===== config.mk =====
export PLATFORM = sky130hd
export DESIGN_NAME = apb_arbiter
export DESIGN_NICKNAME = d
export VERILOG_FILES = /design/src/rtl/apb_arbiter.sv
export SDC_FILE = /design/constraint.sdc
export NUM_CORES = 1
export LEC_CHECK = 0
export ABC_CLOCK_PERIOD_IN_PS = 2450
export CORE_MARGIN = 4
export CORE_UTILIZATION = 39
export DETAILED_ROUTE_END_ITERATION = 8
export GPL_TIMING_DRIVEN = 0
export PLACE_DENSITY = 0.9
export SYNTH_ARGS = -nofsm -noshare
export SYNTH_HDL_FRONTEND = slang
export SYNTH_SLANG_ARGS = --single-unit

===== constraint.sdc =====
create_clock -name pclk -period 2.45 [get_ports pclk]
set_input_delay 0.735 -clock pclk [delete_from_list [all_inputs] [get_ports pclk]]
set_output_delay 0.735 -clock pclk [all_outputs]
set_load 0.02 [all_outputs]

===== src/rtl/apb_arbiter.sv =====
// apb_arbiter: two-requester round-robin arbiter in front of a single APB master.
//
// A command from one of two requesters is granted in IDLE, driven out as an
// APB SETUP/ACCESS transfer, and completed with a one-cycle resp_valid pulse
// back to the requester that owned the transfer.
//
// Parameters:
//   addr_width - APB address width
//   data_width - APB data width
//   TIMEOUT    - max ACCESS wait cycles, 1..255 (used only with APB_ARB_TIMEOUT_EN)
//
// Ports:
//   pclk, preset_n           clock, asynchronous active-low reset
//   req_valid/req_write[1:0] per-requester command pending / direction
//   req_addr, req_wdata      requester i uses slice i
//   req_ready[1:0]           combinational accept strobe (IDLE only)
//   resp_valid[1:0]          one-cycle completion pulse per requester
//   resp_rdata, resp_err     completion data / timeout flag, valid with resp_valid
//   psel, penable, pwrite,
//   paddr, pwdata            APB master outputs (registered)
//   prdata, pready           APB slave returns
//
// Build option:
//   APB_ARB_TIMEOUT_EN - when defined, an ACCESS phase that sees pready low for
//   TIMEOUT consecutive cycles is abandoned and completed with resp_err=1.
//   When undefined, ACCESS waits indefinitely and resp_err is tied to 0.
module apb_arbiter #(
  parameter int addr_width = 5,
  parameter int data_width = 16,
  parameter int TIMEOUT    = 15
) (
  input  logic                    pclk,
  input  logic                    preset_n,
  input  logic [1:0]              req_valid,
  input  logic [1:0]              req_write,
  input  logic [2*addr_width-1:0] req_addr,
  input  logic [2*data_width-1:0] req_wdata,
  output logic [1:0]              req_ready,
  output logic [1:0]              resp_valid,
  output logic [data_width-1:0]   resp_rdata,
  output logic                    resp_err,
  output logic                    psel,
  output logic                    penable,
  output logic                    pwrite,
  output logic [addr_width-1:0]   paddr,
  output logic [data_width-1:0]   pwdata,
  input  logic [data_width-1:0]   prdata,
  input  logic                    pready
);

  typedef enum logic [1:0] {IDLE, SETUP, ACCESS} state_t;

  state_t state, state_nxt;
  logic   prio;      // requester that wins when both are valid
  logic   owner;     // requester that owns the in-flight transfer
  logic   gnt_vld;
  logic   gnt_id;
  logic   done;

  logic [addr_width-1:0] addr_arr  [2];
  logic [data_width-1:0] wdata_arr [2];

  for (genvar i = 0; i < 2; i++) begin : g_unpack
    assign addr_arr[i]  = req_addr[i*addr_width +: addr_width];
    assign wdata_arr[i] = req_wdata[i*data_width +: data_width];
  end

`ifdef APB_ARB_TIMEOUT_EN
  logic       tmo;
  logic [7:0] tmo_cnt;   // ACCESS cycles elapsed; 0 in the first ACCESS cycle

  always_ff @(posedge pclk or negedge preset_n) begin
    if (!preset_n)
      tmo_cnt <= '0;
    else if (state == ACCESS)
      tmo_cnt <= tmo_cnt + 8'd1;
    else
      tmo_cnt <= '0;
  end
`else
  assign resp_err = 1'b0;
`endif

  always_ff @(posedge pclk or negedge preset_n) begin
    if (!preset_n)
      state <= IDLE;
    else
      state <= state_nxt;
  end

  always_comb begin
    state_nxt = state;
    gnt_vld   = 1'b0;
    gnt_id    = prio;
    done      = 1'b0;
    req_ready = 2'b00;
`ifdef APB_ARB_TIMEOUT_EN
    tmo       = 1'b0;
`endif
    case (state)
      IDLE: begin
        // req_ready is gated by reset so it drops immediately with preset_n.
        if (preset_n && (req_valid != 2'b00)) begin
          gnt_vld           = 1'b1;
          gnt_id            = (req_valid == 2'b11) ? prio : req_valid[1];
          req_ready[gnt_id] = 1'b1;
          state_nxt         = SETUP;
        end
      end
      SETUP: state_nxt = ACCESS;
      ACCESS: begin
        if (pready) begin
          done      = 1'b1;
          state_nxt = IDLE;
        end
`ifdef APB_ARB_TIMEOUT_EN
        else if (tmo_cnt == 8'(TIMEOUT - 1)) begin
          tmo       = 1'b1;
          state_nxt = IDLE;
        end
`endif
      end
      default: state_nxt = IDLE;
    endcase
  end

  // Registered outputs: APB strobes follow the next state so they line up
  // with the state register; command fields are captured once at grant.
  always_ff @(posedge pclk or negedge preset_n) begin
    if (!preset_n) begin
      prio       <= 1'b0;
      owner      <= 1'b0;
      psel       <= 1'b0;
      penable    <= 1'b0;
      pwrite     <= 1'b0;
      paddr      <= '0;
      pwdata     <= '0;
      resp_valid <= 2'b00;
      resp_rdata <= '0;
`ifdef APB_ARB_TIMEOUT_EN
      resp_err   <= 1'b0;
`endif
    end else begin
      psel       <= (state_nxt != IDLE);
      penable    <= (state_nxt == ACCESS);
      resp_valid <= 2'b00;
      if (gnt_vld) begin
        owner  <= gnt_id;
        prio   <= ~gnt_id;
        pwrite <= req_write[gnt_id];
        paddr  <= addr_arr[gnt_id];
        pwdata <= wdata_arr[gnt_id];
      end
      if (done) begin
        resp_valid[owner] <= 1'b1;
        resp_rdata        <= pwrite ? '0 : prdata;
`ifdef APB_ARB_TIMEOUT_EN
        resp_err          <= 1'b0;
`endif
      end
`ifdef APB_ARB_TIMEOUT_EN
      if (tmo) begin
        resp_valid[owner] <= 1'b1;
        resp_rdata        <= '0;
        resp_err          <= 1'b1;
      end
`endif
    end
  end

endmodule


# Word-level counts from Yosys, hierarchy flattened
# Index checks and enable logic that the tools add are counted.
dict set report totals {
  register_bits 46
  in_bits 65
  output_inout_bits 45
  elab_cells 54
}
dict set report classes {
  order_cmp 6
  n_eq_ne 4
  mux 26
  bitwise_logic 2
  n_reduce_logical 6
}
# op count
set ops {}
lappend ops {{$mux W16} 4}
lappend ops {{$mux W5} 3}
lappend ops {{$mux W1} 11}
lappend ops {{$mux W2} 5}
lappend ops {{$eq A2 B2 Y1 const B} 3}
lappend ops {{$lt A1 B2 Y1 const B} 3}
lappend ops {{$pmux W2 S3} 1}
lappend ops {{$reduce_bool A2 Y1} 2}
lappend ops {{$logic_and A1 B1 Y1} 3}
lappend ops {{$demux W1 S1} 2}
lappend ops {{$eq A2 B1 Y1 const B} 1}
lappend ops {{$ge A1 B1 Y1 const B} 2}
lappend ops {{$ge A2 B2 Y1 const B} 1}
lappend ops {{$logic_not A2 Y1} 1}
lappend ops {{$not A1 Y2} 1}
lappend ops {{$not A1 Y1} 1}

# Depth between registers and ports, before layout
dict set report logic_depth {
  depth_word 8
  mapped_depth 6
  mapped_depth_nobuf 3
}

# Least setup slack after synthesis
# No wires, ideal clock.
dict set report synth_timing {
  kind {in2out}
  start {input port preset_n}
  end {output port req_ready[1]}
  t_arrival_ns 1.708
  t_required_ns 1.715
  path_slack_ns 0.007
  stages 4
  path_buffers 2
  path_cell_list {or3b_1 > buf_2 > buf_6 > nor3b_2}
}
dict set report synth_via {
  elab_chain_cells 3
}
# item line_no
set synth_rtl {}
lappend synth_rtl {{start, declared} 33} ;# input logic preset_n,
lappend synth_rtl {{$logic_and A1 B1 Y1} 103} ;# if (preset_n && (req_valid != 2'b00)) begin
lappend synth_rtl {{$mux W2} 103}
lappend synth_rtl {{$mux W2} 100} ;# case (state)
lappend synth_rtl {{end, declared} 38} ;# output logic [1:0] req_ready,
# No other way between the ends.

# Final worst setup path
dict set report layout_timing {
  start {input port req_valid[0]}
  end {output port req_ready[1]}
}
dict set report layout_via {
  elab_chain_cells 8
  word_cells_on_any_way 11
  classes_between {order compare: 2; eq/ne: 1; mux: 5; reduce/logical: 3}
}
# item line_no
set layout_rtl {}
lappend layout_rtl {{start, declared} 34} ;# input logic [1:0] req_valid,
lappend layout_rtl {{$eq A2 B2 Y1} 105} ;# gnt_id = (req_valid == 2'b11) ? prio : req_valid[1];
lappend layout_rtl {{$mux W1} 105}
lappend layout_rtl {{$lt A1 B2 Y1 (implied by the code) or $ge A1 B1 Y1 (tied branches)} 106} ;# req_ready[gnt_id] = 1'b1;
lappend layout_rtl {{$logic_and A1 B1 Y1 (implied by the code)} 106}
lappend layout_rtl {{$mux W1 (implied by the code)} 106}
lappend layout_rtl {{$demux W1 S1} 106}
lappend layout_rtl {{$mux W2 *} 103}
lappend layout_rtl {{$mux W2 *} 100}
# Every way passes the cells marked *; elsewhere a longest branch is shown, timed or not.

==> summary.md <==
| Metric | Value |
|---|---|
| Outcome | `complete, no violations` |
| Starting Density | `40.79%` |
| DR vias | `1921` |
| CTS Buf Count | `5` |
| FF-to-FF Start | `state[1]` |
| Tot Pwr | `between 3000 and 4000 uW` |
| Setup Viol. Count Final | `0` |
| Max clock buf depth | `2` |
| Wire length per cell | `15.71 um` |
| Fin crit share | `a little over nine tenths` |
| Drt pass-1 iters | `4` |
| Die area | `~0.0067 mm2` |
| Most frequent cells in the layout | `103 x clkdlybuf4s50_1, 46 x dfrtp_1, 39 x nand2_1` |
| LEAKAGE | `about 0.0015 uW` |
| Post-synthesis net count | `263` |
| Worst path arrival time | `around 1.7 ns` |
| Final Hold Vio Count | `0` |
| Worst setup margin | `0.03870 ns` |
| Die X-Extent | `81.79 um` |
| Die height | `between 80 and 90 um` |
| # IOs | `110` |
| # nets final | `380` |
| Hold crit path type | `input pin to asynchronous set/reset pin` |
| Max FO, Critical Path | `10` |
| Initial drt markers | `approximately 120` |
| First-pass GRT wire length | `9439 um` |
| Vias in the first global route | `slightly below 2000` |
| Ys Warns | `0` |
| Fin crit period | `2.411 ns` |
| Power density over the cells | `971.5 mW/mm2` |
| Most common cell after layout, fill and taps aside | `clkdlybuf4s50_1` |
| Gpl congestion | `roughly 0.73` |
| Hold_buf cts | `0` |
| Setup crit start kind | `input pin` |
| Initial antenna violation count | `1` |
| CTS tree | `done` |
| Slew headroom | `64.10%` |
| Pin count of the biggest net entering global routing | `19` |
| Gr ovfl total | `0` |
| Crit path launch | `req_valid[0]` |
| Syn Inst Count | `198` |
| Placed cell count | `376` |
| Htree depth | `2` |
| Routed vias/inst | `approximately 5` |
| Mapped Area | `0.002123 mm2` |
| Final ANT Viol Nets | `0` |
| Seq/Total Area, Yosys | `a little over half` |
| #FFs+latches synth | `46` |
| Cells on worst reg2reg path | `5` |
| P&R area growth vs syn | `64.17%` |
| DPL Wire Length | `about 4600 um` |
| Drc violations | `0` |
| Core area | `about 0.0052 mm2` |
| Max VDD drop | `468.5 uV` |
| Max-cap viol count | `0` |
| Pre-CTS setup slack | `-1.213 ns` |
| Fmax | `414.7 MHz` |
| Final Instance Count excl. Fillers | `387` |
| Synth Area per Inst | `10.72 um2` |
| Worst skew pair latency | `0.29 ns` |
| GRT Resource Usage Total | `18.69%` |
| CP required | `1.71 ns` |
| Worst slew pin tran | `0.5350 ns` |
| Clk_skew | `around 0.011 ns` |
| Max-slew violations | `0` |
| Setup CP Type | `input pin to primary output` |
| Final Routed Wirelength | `6080 um` |
| Synth unique cells | `22` |
| CTS Sinks | `46` |
| Fraction of layout cells with a size suffix above 1 | `15.82%` |
| Reg clk slew, reported paths | `0.09 ns` |
| Hold_ws | `0.3892 ns` |
| Cell Rows | `26` |
| CTS root buf | `clkbuf_8` |
| RSZ-0062 raised after global routing | `no` |
| Type of destination of the critical path | `primary output` |
| PortBufs | `107` |
## cell families after synthesis
group                  Yosys count  synth area share (%)
muxes                            2                 1.061
DFF                             46                 54.21
other                            1                0.1766
buffers and inverters           21                 5.068
and+or+nand+nor                 87                 24.63
AOI/OAI and AO/OA               41                 14.85
## synthesized netlist by cell type
cell type	instances	area share (%)
a21oi_1	2	0.47
a221o_1	22	10
and3_1	1	0.29
buf_2	8	1.9
buf_4	1	0.35
buf_6	2	1.1
clkbuf_1	7	1.2
conb_1	1	0.18
dfrtp_1	46	54
inv_1	3	0.53
mux2_2	2	1.1
nand2_1	39	6.9
nand2b_1	17	5.0
nand3b_1	1	0.35
nor2_1	3	0.53
nor2b_1	1	0.29
nor3_1	3	0.71
nor3_2	19	9.0
nor3b_2	2	1.2
o21ai_0	14	3.3
o21ai_1	3	0.71
or3b_1	1	0.41
## metal layers
layer  up-vias  track usage (%)  wire (um)
met3        10            5.263        441
met4         0            5.980        117
met5         -                0          0
met2        79            30.53       3040
li1        925                -          -
met1       907            23.93       2480
## critical path, stage by stage
cell and delay, ns:
dlygate4sd2_1 0.26, nor2b_4 0.15, buf_8 0.15, nor3b_4 0.22
buf_6 0.15
## flip-flops by register name, indices dropped and copies added, names as in the netlist
name	cells
resp_rdata	16
psel	1
resp_valid	2
penable	1
paddr	5
pwrite	1
owner	1
state	2
prio	1
pwdata	16
## worst paths after layout
kind / endpoint / slack, ns
worst max-delay path: req_ready[1] / 0.04
min in group pclk: resp_valid[0] / 0.44
worst max register to register: pwdata[6] / 0.77
worst min register to register: resp_valid[0] / 0.44
worst min-delay path: pwdata[8] / 0.39
max in group asynchronous: resp_rdata[13] / 1.56
## what timing repair did
item,4_1_cts,5_1_grt
setup buffers,4,0
endpoints found under the setup margin,2,2
gates resized for setup,28,4
pin swaps,1,1
cloned,1,0
## through the flow
stage / setup TNS [ns] / instance area [um2] / util [%]
floorplan: 0 / 2123 / -
global placement: -71.61 / 3282 / 63.05
detailed placement: -4.398 / 3297 / 63.34
CTS: -0.05841 / 3496 / 67.16
global route: 0 / 3486 / 66.97
finish: 0 / 3486 / 66.97
## power breakdown
group	internal, uW	leakage [uW]	switching (uW)
registers	1060	0.000579	196
clock network	228	0.0000482	240
logic	863	0.000863	800
## area by class of cell
| class | count | area, um2 |
|---|---|---|
| fillers | 431 | 1719 |
| inverters | 3 | 11.26 |
| flip-flops and latches | 46 | 1151 |
| plain buffers | 15 | 92.59 |
| clock inverters | 1 | 5.005 |
| clock buffers | 7 | 86.33 |
| repair buffers | 113 | 1169 |
| multi-input cells | 131 | 880.8 |
| diodes | 1 | 2.502 |
| well taps | 70 | 87.58 |
Power figures use the tool's default switching activity.
